`config.mk`:
```
export PLATFORM = sky130hd
export DESIGN_NAME = mem_arbiter
export DESIGN_NICKNAME = d
export VERILOG_FILES = /design/src/rtl/mem_arbiter.sv
export SDC_FILE = /design/constraint.sdc
export NUM_CORES = 1
export LEC_CHECK = 0
export BUFFER_PORTS_ARGS = -buffer_cell sky130_fd_sc_hd__buf_2
export CORE_MARGIN = 2
export CORE_UTILIZATION = 40
export DETAILED_ROUTE_END_ITERATION = 8
export GPL_ROUTABILITY_DRIVEN = 0
export GPL_TIMING_DRIVEN = 1
export PLACE_DENSITY_LB_ADDON = 0.3
export SLEW_MARGIN = 20
export SYNTH_ARGS = -nofsm -noshare
export SYNTH_HDL_FRONTEND = slang
export SYNTH_SLANG_ARGS = --single-unit
```
`constraint.sdc`:
```
create_clock -name clock -period 2.65 [get_ports clock]
set_input_delay 0.3975 -clock clock [delete_from_list [all_inputs] [get_ports clock]]
set_output_delay 0.3975 -clock clock [all_outputs]
set_load 0.05 [all_outputs]
```
`src/rtl/mem_arbiter.sv`:
```
// Two-port memory arbiter: one shared memory bus, fixed or round-robin tie-break.
// Define MEM_ARB_RR_EN for round-robin arbitration; otherwise port 0 always wins a tie.

module mem_arbiter_port (
    input  logic        clock,
    input  logic        reset,
    input  logic        load,
    input  logic        done,
    input  logic [15:0] mem_rdata,
    output logic [15:0] rdata,
    output logic        ack
);
    always_ff @(posedge clock) begin
        if (reset)     rdata <= '0;
        else if (load) rdata <= mem_rdata;
    end

    assign ack = done;
endmodule

module mem_arbiter #(
    parameter int MEM_LAT    = 1,
    parameter bit START_PRIO = 1'b0
) (
    input  logic        clock,
    input  logic        reset,
    input  logic        p0_req,
    input  logic        p0_we,
    input  logic [14:0] p0_addr,
    input  logic [15:0] p0_wdata,
    output logic [15:0] p0_rdata,
    output logic        p0_ack,
    input  logic        p1_req,
    input  logic        p1_we,
    input  logic [14:0] p1_addr,
    input  logic [15:0] p1_wdata,
    output logic [15:0] p1_rdata,
    output logic        p1_ack,
    output logic [23:0] mem_addr,
    output logic [15:0] mem_wdata,
    input  logic [15:0] mem_rdata,
    output logic        busy,
    output logic        grant_id
);
    localparam int NUM_PORTS = 2;
    localparam logic [3:0] LAT = 4'(MEM_LAT);

    typedef struct packed {
        logic        we;
        logic [14:0] addr;
        logic [15:0] wdata;
    } req_t;

    typedef enum logic [1:0] {IDLE, ACCESS, DONE} state_t;

    state_t                           state, state_nxt;
    logic [3:0]                       cnt;
    req_t                             lat;
    req_t [NUM_PORTS-1:0]             req;
    logic [NUM_PORTS-1:0]             req_vld, load_vec, done_vec, ack_vec;
    logic [NUM_PORTS-1:0][15:0]       rdata_vec;
    logic                             grant, win, any_req, rd_load, done;

    assign req_vld = {p1_req, p0_req};
    assign req[0]  = {p0_we, p0_addr, p0_wdata};
    assign req[1]  = {p1_we, p1_addr, p1_wdata};
    assign any_req = |req_vld;

`ifdef MEM_ARB_RR_EN
    // Pointer names the port favoured on the next tie: whoever lost the last grant.
    logic rr_ptr;

    always_ff @(posedge clock) begin
        if (reset)                      rr_ptr <= START_PRIO;
        else if (state == IDLE && any_req) rr_ptr <= ~win;
    end

    assign win = (&req_vld) ? rr_ptr : req_vld[1];
`else
    assign win = ~req_vld[0] & req_vld[1];
`endif

    always_ff @(posedge clock) begin
        if (reset) begin
            state <= IDLE;
            cnt   <= '0;
            grant <= START_PRIO;
            lat   <= '0;
        end else begin
            state <= state_nxt;
            if (state == IDLE && any_req) begin
                lat   <= req[win];
                grant <= win;
                cnt   <= LAT;
            end else if (state == ACCESS) begin
                cnt <= cnt - 4'd1;
            end
        end
    end

    always_comb begin
        state_nxt = state;
        mem_addr  = '0;
        mem_wdata = '0;
        rd_load   = 1'b0;
        done      = 1'b0;
        case (state)
            IDLE: if (any_req) state_nxt = ACCESS;
            ACCESS: begin
                // Write strobe only on the first access cycle (counter still at full load).
                mem_addr  = {lat.we && (cnt == LAT), 8'd0, lat.addr};
                mem_wdata = lat.wdata;
                if (cnt == 4'd1) begin
                    state_nxt = DONE;
                    rd_load   = ~lat.we;
                end
            end
            DONE: begin
                state_nxt = IDLE;
                done      = 1'b1;
            end
            default: state_nxt = IDLE;
        endcase
    end

    genvar g;
    generate
        for (g = 0; g < NUM_PORTS; g++) begin : g_port
            assign load_vec[g] = rd_load && (int'(grant) == g);
            assign done_vec[g] = done && (int'(grant) == g);

            mem_arbiter_port u_port (
                .clock     (clock),
                .reset     (reset),
                .load      (load_vec[g]),
                .done      (done_vec[g]),
                .mem_rdata (mem_rdata),
                .rdata     (rdata_vec[g]),
                .ack       (ack_vec[g])
            );
        end
    endgenerate

    assign p0_rdata = rdata_vec[0];
    assign p1_rdata = rdata_vec[1];
    assign p0_ack   = ack_vec[0];
    assign p1_ack   = ack_vec[1];
    assign busy     = (state != IDLE);
    assign grant_id = grant;
endmodule

```
* Word level (Yosys, flattened, before mapping) *
Cells that the tools add are included.

storage, ports and cells
  register bits = 71
  input port bits = 84
  output and inout port bits = 76
  word-level logic and storage cells = 44

operators by class
  add/sub/neg operators = 1
  magnitude comparators = 1
  eq/ne operators = 5
  multiplexer cells = 12
  bitwise logic cells = 4
  reductions and logical operators = 12

operator list
  kind                 number
  $mux 32              2
  $mux 24              1
  $mux 16              1
  $logic_and 1x1->1    6
  $mux 1               5
  $eq 4x1->1 const B   1
  $mux 2               2
  $pmux 2 s2           1
  $reduce_bool 2->1    2
  $reduce_or 2->1      2
  $sub 4x1->4 const B  1
  $not 1->1            3
  $eq 2x1->1 const B   1
  $eq 2x2->1 const B   1
  $logic_not 2->1      1
  $lt 1x2->1 const B   1
  $ne 2x1->1 const B   1
  $ne 2x2->1 const B   1
  $reduce_and 2->1     1
  $and 1x1->1          1

* Logic depth before layout (Yosys ltp) *
  word-level depth = 4
  mapped depth = 6
  gate-level depth less buffers = 5

* By module *
A second synthesis with hierarchy kept.

second synthesis, totals
  cell total of the unflattened synthesis = 300
  area, all modules = 3149.3 um^2

by module, submodules not included
  module            times used  cells an instance  area an instance (um^2)  sequential area each (um^2)
  mem_arbiter       1           194                1973.1                   780.7
  mem_arbiter_port  2           53                 588.1                    320.3

* Worst setup path before layout *
No wires, ideal clock.

  path kind = register to output
  from = reg grant, in the netlist grant_id
  to = out p0_ack
  arrival = 1.739 ns
  data required time = 2.253 ns
  path slack = 0.513 ns
  cell stages (with the launch flop) = 2
  path buffers = 0
  path through = dfxtp_1 > nor3b_1

on the way
  cells in the longest elaborated chain, start to end = 2

ends and longest elaborated chain
  element                 RTL line  RTL
  from (decl)             62        logic grant, win, any_req, rd_load, done;
  from (signal assigned)  93        grant <= win;
  $not 1->1               130       assign done_vec[g] = done && (int'(grant) == g);
  $logic_and 1x1->1       130
  to (decl)               32        output logic p0_ack,

No other way between the ends.

* Worst setup path after layout *
  from = reg cnt[0]
  to = out mem_addr[23]

on the way
  cells in the longest elaborated chain, start to end = 3

ends and longest elaborated chain
  element                 RTL line  RTL
  from (decl)             57        logic [3:0] cnt;
  from (signal assigned)  96        cnt <= cnt - 4'd1;
  $eq 4x1->1              111       mem_addr = {lat.we && (cnt == LAT), 8'd0, lat.addr};
  $logic_and 1x1->1       111
  $mux 24                 107       case (state)
  to (decl)               39        output logic [23:0] mem_addr,

No other way between the ends.

==> results.cfg <==
[critical_path]
timing.rr.start = cnt[0]
critPathKind = reg2out
cp_slowest_stage_delay_ns = 0.43
rrSetupSlack_ns = 0.72
path_delay_family = simple AND/OR/NAND/NOR gates
crit_fanout = 7
endpoint_kind = output pin
startpoint = cnt[0]
crit_arrival_ns = 1.74
worstSetupStartpointType = register
path_cells = ha_1, nor3b_2, and3_1, buf_2
cp_slowest_cell = dfxtp_1
worst-path-buf-inv = 1
cp_data_required_time_ns = 2.25

[synth]
synth_warnings = 0
synth-seq-cells = 71
ys_types = 37
synth_top_area_share_pct = 41.0
avgSynthCellArea_um2 = 10.9
synthFlopType = dfxtp_1
synth_area_um2 = 3470
postSynthCellCount = 317
yosysMostFrequentCell = dfxtp_1
synth_area_leaders = dfxtp_1, mux2i_1, o2bb2ai_2
yosysTopAreaCell = dfxtp_1
async_flop_share_pct = 0
ys_seq_area_share_pct = 41.0
synth_common_cells = dfxtp_1, mux2i_1, nand2b_1
synth-edff-count = 0

[global_routing]
grt_busiest_layer = met2
grt.met3_usage_pct = 5.61
grt_pass1_vias = 2700
grt.overflow.total = 0
antenna_found_initial = 0
use_met2_pct = 26.0
grtUsageTotal_pct = 15.9
grt_pass1_wl_um = 12500
grt_max_degree = 52
use_met1_pct = 19.5

[worst_hold_path]
hp-class = in2reg
worstHoldStart = reset

[clocking]
post-cts-setup-buffers = 0
htree_levels = 3
cts-root-buf = clkbuf_8
cts-hold-fix-buffers = 0
cts_resized = 0
clk_pin_slew_ns = 0.07
clock_latency_ns = 0.33
cts_sinks = 71
cts_tree = built
clk_path_buf_depth = 2
numCtsBuffers = 9

[power]
power_leakage_nw = 2.15
powerDensity_nw_per_um2 = 815
power.total_mw = 3.64
ir_drop_uv = 475

[sta]
slew_violations = 0
finalHoldViolCount = 0
max_freq_mhz = 468
fin_crit_ns = 2.14
relSlewSlack_pct = 40.1
finalSetupTns_ns = 0
grt_setup_unrepaired = false
skew_ns = 0.00595
setup_viol = 0
tightest_slew_ns = 0.898
fin_crit_sh_pct = 80.6

[drt]
drtIter0Drc = 47
wl_per_cell_um = 13.2
vias_per_cell = 4.76
vias = 2706
wirelength_um = 7530
drc = 0
ant_nets = 0
drtPass1Iterations = 4

[status]
outcome = complete, no violations

[floorplanning]
ioPinCount = 160
start_util_pct = 41.8
chipWidth_um = 97.2
core_area_um2 = 8300
rows = 33
die_area_um2 = 9440
die_h_um = 97.2

[cells_and_area]
ff_latch_area_um2 = 1420
fin_nets = 546
synthToLayoutAreaGrowth_pct = 28.9
instances_no_fill = 569
multi_input_area_um2 = 1880
num_antenna_cells = 0
drive_gt1_share_pct = 44.2
fillCellCount = 773

[placed_design]
dp.cells = 554
dp_hpwl_um = 5750
port_buffers = 151

[flow_run]
maxCapViolations = 0
## metrics by stage
| stage | area (um2) | util [%] | hold slack [ns] | setup WS (ns) |
|---|---|---|---|---|
| 2_1_floorplan | 3500 | - | 0.424 | 0.513 |
| 3_3_place_gp | 4240 | 51.1 | 0.440 | 0.838 |
| 3_5_place_dp | 4240 | 51.1 | 0.440 | 0.710 |
| 4_1_cts | 4470 | 53.9 | 0.261 | 0.507 |
| 5_1_grt | 4470 | 53.9 | 0.262 | 0.368 |
| 6_report | 4470 | 53.9 | 0.274 | 0.515 |
## layout by cell type (no fill, tap or decap), types with 4 or more instances in the layout
cell         n
dfxtp_1     71
and2_1      32
nand2b_1    49
o2bb2ai_1    4
clkbuf_8     9
o2bb2ai_2   28
buf_4        6
conb_1       8
mux2i_1     64
buf_2      151
## final cells by class
class / count / area share (%)
multi-input cells: 218 / 41.9
flip-flops and latches: 71 / 31.8
repair buffers: 157 / 17.9
well taps: 105 / 2.94
clock buffers: 10 / 2.85
clock inverters: 5 / 2.38
inverters: 3 / 0.252
## final timing paths
kind,endpoint,cells past startpoint
setup / recovery,mem_addr[23],4
hold / removal,grant_id,2
setup reg to reg,g_port[0].u_port.rdata[5],4
hold reg to reg,lat[1],1
## cells by family after synthesis
kind of cell    share of synthesized area (%)
mux                                      18.5
other cells                             0.108
xor+xnor                                0.505
compound gates                           14.6
simple gates                             18.6
flops                                    41.0
fa+ha+maj                               0.721
buf+inv                                  6.02
## metal layers
layer | vias up | routed length (um)
met5 | - | 0
met4 | 0 | 99
met3 | 9 | 683
met2 | 109 | 3440
met1 | 1223 | 3300
li1 | 1365 | -
## sequential cells by signal, indices dropped and copies added, names as in the netlist
name and cells:
cnt 4, grant_id 1, g_port.u_port.rdata 32, state 2
lat 32
## where the power goes
group | switching [mW] | internal [mW]
clock | 0.398 | 0.624
sequential | 0.121 | 1.24
combinational | 0.854 | 0.409
total | 1.37 | 2.27
Power figures use the tool's default switching activity.
